===== config.mk =====
export PLATFORM = sky130hd
export DESIGN_NAME = regfile_writeback
export DESIGN_NICKNAME = d
export VERILOG_FILES = /design/src/rtl/regfile_writeback_pkg.sv /design/src/rtl/regfile_writeback_reg_bank.sv /design/src/rtl/regfile_writeback.sv
export SDC_FILE = /design/constraint.sdc
export NUM_CORES = 2
export LEC_CHECK = 0
export BUFFER_PORTS_ARGS = -buffer_cell sky130_fd_sc_hd__buf_2
export CORE_ASPECT_RATIO = 1.5
export CORE_MARGIN = 2
export CORE_UTILIZATION = 45
export DETAILED_ROUTE_END_ITERATION = 10
export PLACE_DENSITY_LB_ADDON = 0.12
export SLEW_MARGIN = 10
export SYNTH_ARGS = -nofsm -noshare
export SYNTH_HDL_FRONTEND = slang
export SYNTH_SLANG_ARGS = --single-unit

===== constraint.sdc =====
create_clock -name clk -period 3.71 [get_ports clk]
set_input_delay 0.742 -clock clk [delete_from_list [all_inputs] [get_ports clk]]
set_output_delay 0.742 -clock clk [all_outputs]
set_load 0.02 [all_outputs]

===== src/rtl/regfile_writeback_pkg.sv =====
// Shared processor definitions: datapath widths, the zero-register index and
// the MEM/WB pipeline bundle (also reused by the EX/MEM stage).
package regfile_writeback_pkg;

  localparam int P_DATA_W = 32;
  localparam int P_ADDR_W = 5;

  localparam logic [P_ADDR_W-1:0] REG_ZERO = {P_ADDR_W{1'b0}};

  typedef struct packed {
    logic                valid;
    logic                reg_write;
    logic                mem_to_reg;
    logic [P_ADDR_W-1:0] write_reg;
    logic [P_DATA_W-1:0] alu_result;
    logic [P_DATA_W-1:0] read_data;
  } mem_wb_t;

endpackage


===== src/rtl/regfile_writeback_reg_bank.sv =====
// Register storage with one write port and two combinational read ports.
// Register 0 is hard-wired to zero; reads of the register being written see the new value.
module regfile_writeback_reg_bank
  import regfile_writeback_pkg::*;
#(
  parameter int DATA_W = P_DATA_W,
  parameter int ADDR_W = P_ADDR_W
) (
  input  logic              clk,
  input  logic              rst_n,
  input  logic              i_we,
  input  logic [ADDR_W-1:0] i_waddr,
  input  logic [DATA_W-1:0] i_wdata,
  input  logic [ADDR_W-1:0] i_raddr1,
  input  logic [ADDR_W-1:0] i_raddr2,
  output logic [DATA_W-1:0] o_rdata1,
  output logic [DATA_W-1:0] o_rdata2
);

  localparam int NUM_REGS = 2 ** ADDR_W;
  localparam logic [ADDR_W-1:0] ADDR_ZERO = {ADDR_W{1'b0}};

  logic [DATA_W-1:0] r_regs [NUM_REGS];

  function automatic logic [DATA_W-1:0] read_sel(
    input logic [ADDR_W-1:0] addr,
    input logic [DATA_W-1:0] stored,
    input logic              we,
    input logic [ADDR_W-1:0] waddr,
    input logic [DATA_W-1:0] wdata
  );
    logic [DATA_W-1:0] v;
    if (addr == ADDR_ZERO) begin
      v = {DATA_W{1'b0}};
    end else if (we && (addr == waddr)) begin
      v = wdata;
    end else begin
      v = stored;
    end
    return v;
  endfunction

  // Storage array: cleared on reset, written from the WB port (never entry 0).
  always_ff @(posedge clk or negedge rst_n) begin
    if (!rst_n) begin
      for (int i = 0; i < NUM_REGS; i++) begin
        r_regs[i] <= {DATA_W{1'b0}};
      end
    end else if (i_we && (i_waddr != ADDR_ZERO)) begin
      r_regs[i_waddr] <= i_wdata;
    end
  end

  // Read ports with write-first bypass.
  always_comb begin
    o_rdata1 = read_sel(i_raddr1, r_regs[i_raddr1], i_we, i_waddr, i_wdata);
    o_rdata2 = read_sel(i_raddr2, r_regs[i_raddr2], i_we, i_waddr, i_wdata);
  end

endmodule


===== src/rtl/regfile_writeback.sv =====
// MEM/WB pipeline register, write-back value selection and the register bank.
// The WB write port is exported so the forwarding unit can see it.
module regfile_writeback
  import regfile_writeback_pkg::*;
#(
  parameter int DATA_W = P_DATA_W,
  parameter int ADDR_W = P_ADDR_W
) (
  input  logic              clk,
  input  logic              rst_n,
  input  logic              stall,
  input  logic              flush,
  input  logic              mem_valid,
  input  logic              mem_RegWrite,
  input  logic              mem_MemtoReg,
  input  logic [ADDR_W-1:0] mem_write_reg,
  input  logic [DATA_W-1:0] mem_alu_result,
  input  logic [DATA_W-1:0] mem_read_data,
  input  logic [ADDR_W-1:0] read_reg1,
  input  logic [ADDR_W-1:0] read_reg2,
  output logic [DATA_W-1:0] read_data1,
  output logic [DATA_W-1:0] read_data2,
  output logic              wb_we,
  output logic [ADDR_W-1:0] wb_write_reg,
  output logic [DATA_W-1:0] wb_write_data
);

  mem_wb_t           r_mem_wb;
  logic              w_wb_we;
  logic [DATA_W-1:0] w_wb_data;

  // MEM/WB stage register: flush beats stall; flush only drops valid.
  always_ff @(posedge clk or negedge rst_n) begin
    if (!rst_n) begin
      r_mem_wb <= '{default: '0};
    end else if (flush) begin
      r_mem_wb.valid <= 1'b0;
    end else if (!stall) begin
      r_mem_wb.valid      <= mem_valid;
      r_mem_wb.reg_write  <= mem_RegWrite;
      r_mem_wb.mem_to_reg <= mem_MemtoReg;
      r_mem_wb.write_reg  <= mem_write_reg;
      r_mem_wb.alu_result <= mem_alu_result;
      r_mem_wb.read_data  <= mem_read_data;
    end
  end

  // Write-back value select and effective write enable.
  always_comb begin
    if (r_mem_wb.mem_to_reg) begin
      w_wb_data = r_mem_wb.read_data;
    end else begin
      w_wb_data = r_mem_wb.alu_result;
    end
    w_wb_we = r_mem_wb.valid & r_mem_wb.reg_write & (r_mem_wb.write_reg != REG_ZERO);
  end

  assign wb_we         = w_wb_we;
  assign wb_write_reg  = r_mem_wb.write_reg;
  assign wb_write_data = w_wb_data;

  regfile_writeback_reg_bank #(
    .DATA_W (DATA_W),
    .ADDR_W (ADDR_W)
  ) u_reg_bank (
    .clk      (clk),
    .rst_n    (rst_n),
    .i_we     (w_wb_we),
    .i_waddr  (r_mem_wb.write_reg),
    .i_wdata  (w_wb_data),
    .i_raddr1 (read_reg1),
    .i_raddr2 (read_reg2),
    .o_rdata1 (read_data1),
    .o_rdata2 (read_data2)
  );

endmodule


==> flow_summary.toml <==
[setup_path]
path_depth = 9
critPathLaunch = "read_reg2[1]"
worstReg2RegEnd = "u_reg_bank.r_regs[495]"
path_max_fanout = 13
rr_worst_depth = 7
cp_slowest_cell = "nor3_1"
reg2reg_slack_ns = 0.98
worstPathRequired_ns = 2.97
crit_type = "in -> out"
cp-start-kind = "input port"
endpoint_kind = "output pin"
path_cells = "buf_8, nor2b_2, buf_4, a221o_1, o21ai_0, and3_1, nor3_1, a21oi_2, buf_4"
critPathArrivalTime_ns = 3.08
max_stage_delay_ns = 0.41
timing.critical_path.buf_inv = 3
worst_path_most_repeated_cell = "buf_4"
endpoint = "read_data2[27]"
r2r-start = "wb_write_reg[4]"
cpLargestDelayFamily = "simple AND/OR/NAND/NOR gates"

[clocking]
clkSinkCount = 1096
htree_levels = 3
tritoncts = "built"
cts-root-buf = "clkbuf_16"
cts.path.max_buffers = 3
clk-insertion-delay-late_ns = 0.77
cts_buffers = 111
clk_pin_slew_worst_paths_ns = 0.06
cts_hold_buf = 0

[global_route]
busiest_layer = "met2"
grt_util_met2 = 0.584
grt_antenna_before_repair = 6
grt_pass1_vias = 46900
met1_usage = 0.431
grtUsageMet3 = 0.0616
grt_usage = 0.361
grt_max_degree = 94
grt_pass1_wl_um = 333000
overflow = 0

[placed_design]
globalplace.congestion = 0.919
dp_hpwl_um = 154000
dpl-instance-area_um2 = 62500
dp_cells = 6953
dp_slack_ns = -0.435
portBuffers = 187

[yosys]
ys_types = 73
syn_inst = 5210
synth-main-ff-cell = "dfrtp_1"
ys_warn_count = 0
syn_nets = 5296
ys_seq_elements = 1096
synth_adder_area_share = 0
syn_area_um2 = 56700
avgSynthCellArea_um2 = 10.9
synth_edf_count = 0
synth_xor_area_frac = 0.00155
synth_top_family_by_area = "multiplexers"
synth-compound-area-share = 0.151
synth-simple-area-share = 0.0916
ys_async_sr_fraction = 1.00
yosysSeqAreaShare = 0.484
synthMuxAreaShare = 0.218

[pwr]
ir_drop_mv = 0.398
netSwitchingFraction = 0.325
switchingPower_mw = 12.0
p_leak_nw = 30.6
powerDensity_nw_per_um2 = 535
clockPowerShare = 0.321
comb_power_share = 0.249
seq_power_share = 0.430
total_power_mw = 36.8
internal_power_mw = 24.8

[sta]
fin_ws_ns = -0.115
fmax_ghz = 0.261
rsz0062_at_grt = "yes"
hold_viol_final = 0
finalCriticalPeriod_ns = 3.83
whs_ns = 0.0184
fin_tns_setup_ns = -0.304
finalMaxSlewViolations = 0
setup_viol = 8
tightest_slew_ns = 1.22
min_period_over_period = 1.03
slew_headroom = 0.184
finClkSkew_ns = 0.0436

[floorplan]
rows = 159
die_h_um = 439
ioPinCount = 188
dieArea_um2 = 129000
die_w_um = 294
start_util = 0.453
core_area_um2 = 125000

[layout]
nets = 5607
postLayoutCoreUtil = 0.550
drive_gt1_frac = 0.289
stdcell_area_um2 = 68800
fillers = 10700
largest_reg_flops = 1024
area_growth_pct = 21.4
finalNonFillerCells = 7225

[routing]
drc = 0
ant_nets = 0
wirelength_um = 232000
firstDrtPassIters = 5
vias = 46200
viasPerCell = 6.40
wl_per_cell_um = 32.1
drt-initial-drc-count = 4889

[status]
outcome = "finished, violations left"
violations = "negative setup slack"

[flow_run]
max_cap_violations = 0

[min_path]
hold_path_class = "in -> async"
-- Yosys cell counts (13+ instances only) --
cell type / number / share of area
o22ai_1: 131 / 0.014
mux2i_1: 284 / 0.050
buf_6: 36 / 0.0072
nor3_1: 49 / 0.0043
a21oi_1: 709 / 0.063
inv_1: 34 / 0.0023
a22oi_1: 47 / 0.0062
nand2b_1: 32 / 0.0035
mux4_2: 349 / 0.14
buf_2: 102 / 0.0090
buf_4: 32 / 0.0042
mux4_1: 21 / 0.0097
nor2_1: 695 / 0.046
a221o_1: 13 / 0.0023
clkbuf_1: 336 / 0.022
dfrtp_1: 1096 / 0.48
a22o_1: 18 / 0.0028
mux2_2: 97 / 0.019
a211oi_1: 31 / 0.0041
nand2_1: 406 / 0.027
o211ai_1: 28 / 0.0037
buf_1: 28 / 0.0019
nor4_1: 13 / 0.0014
o21ai_0: 379 / 0.033
a221oi_1: 65 / 0.010
o31ai_1: 19 / 0.0025
-- cells by family after synthesis --
kind of cell	count (synthesis)
AOI/OAI and AO/OA	1495
xor gates and xnor gates	10
buffers and inverters	595
DFF	1096
muxes	751
and+or+nand+nor	1263
-- what timing repair did --
| item | 4_1_cts | 5_1_grt |
|---|---|---|
| pin swaps | 27 | 39 |
| setup endpoints to repair | 63 | 60 |
| cloned | 9 | 5 |
| resized for setup | 203 | 139 |
| setup buffers | 38 | 25 |
-- power groups by stage --
stage	logic [mW]	clock network, mW	registers [mW]
6_report	9.15	11.8	15.8
5_1_grt	9.80	12.5	16.0
4_1_cts	8.95	12.0	15.8
3_5_place_dp	8.59	0	16.0
3_3_place_gp	8.44	0	15.9
2_1_floorplan	5.46	0	15.3
-- cell type report --
class,instances,area [um^2],area share
inverters,35,131,0.00191
diodes,4,10.0,0.000146
flip-flops and latches,1096,27400,0.399
well taps,1610,2010,0.0293
clock inverters,37,430,0.00626
clock buffers,166,3340,0.0485
multi-input cells,3519,27800,0.405
repair buffers,758,7570,0.110
-- per-layer routing --
layer | share of wire | up-vias
met5 | 0.00020 | -
met4 | 0.088 | 6
met3 | 0.076 | 725
met2 | 0.48 | 2344
met1 | 0.36 | 23600
li1 | - | 19600
-- cell usage in the layout, fill, tap and decap left out, types with 14 or more instances in the layout --
cell and instances:
nand2b_1 30, clkbuf_16 117, o31ai_1 19, inv_1 34, nor2_4 18, a22o_1 18, clkbuf_1 22, mux2_2 97
buf_2 129, nand2_1 396, mux4_1 20, o21ai_0 376, clkbuf_8 32, buf_12 121, mux2i_4 33, buf_4 416
a21oi_2 16, a211oi_2 15, o22ai_1 131, mux4_2 350, a22oi_1 38, nor3_1 20, nor2_1 675, mux2i_1 249
nor3_2 22, a21oi_1 684, clkinv_2 20, buf_6 60, a211oi_4 14, o211ai_1 28, dfrtp_1 1093, a221oi_1 57
-- worst min-delay path by stage --
stage                                  startpoint                 endpoint  slack (ns)  cells past startpoint
after detailed placement  u_reg_bank.r_regs[1005]  u_reg_bank.r_regs[1005]        0.38                      0
final                                       rst_n   u_reg_bank.r_regs[255]        0.02                      1
after CTS                                   rst_n   u_reg_bank.r_regs[639]        0.02                      1
after floorplan           u_reg_bank.r_regs[1005]  u_reg_bank.r_regs[1005]        0.44                      1
after global routing                        rst_n   u_reg_bank.r_regs[191]        0.05                      1
after global placement    u_reg_bank.r_regs[1021]  u_reg_bank.r_regs[1021]        0.38                      0
(Power assumes the default switching activity.)
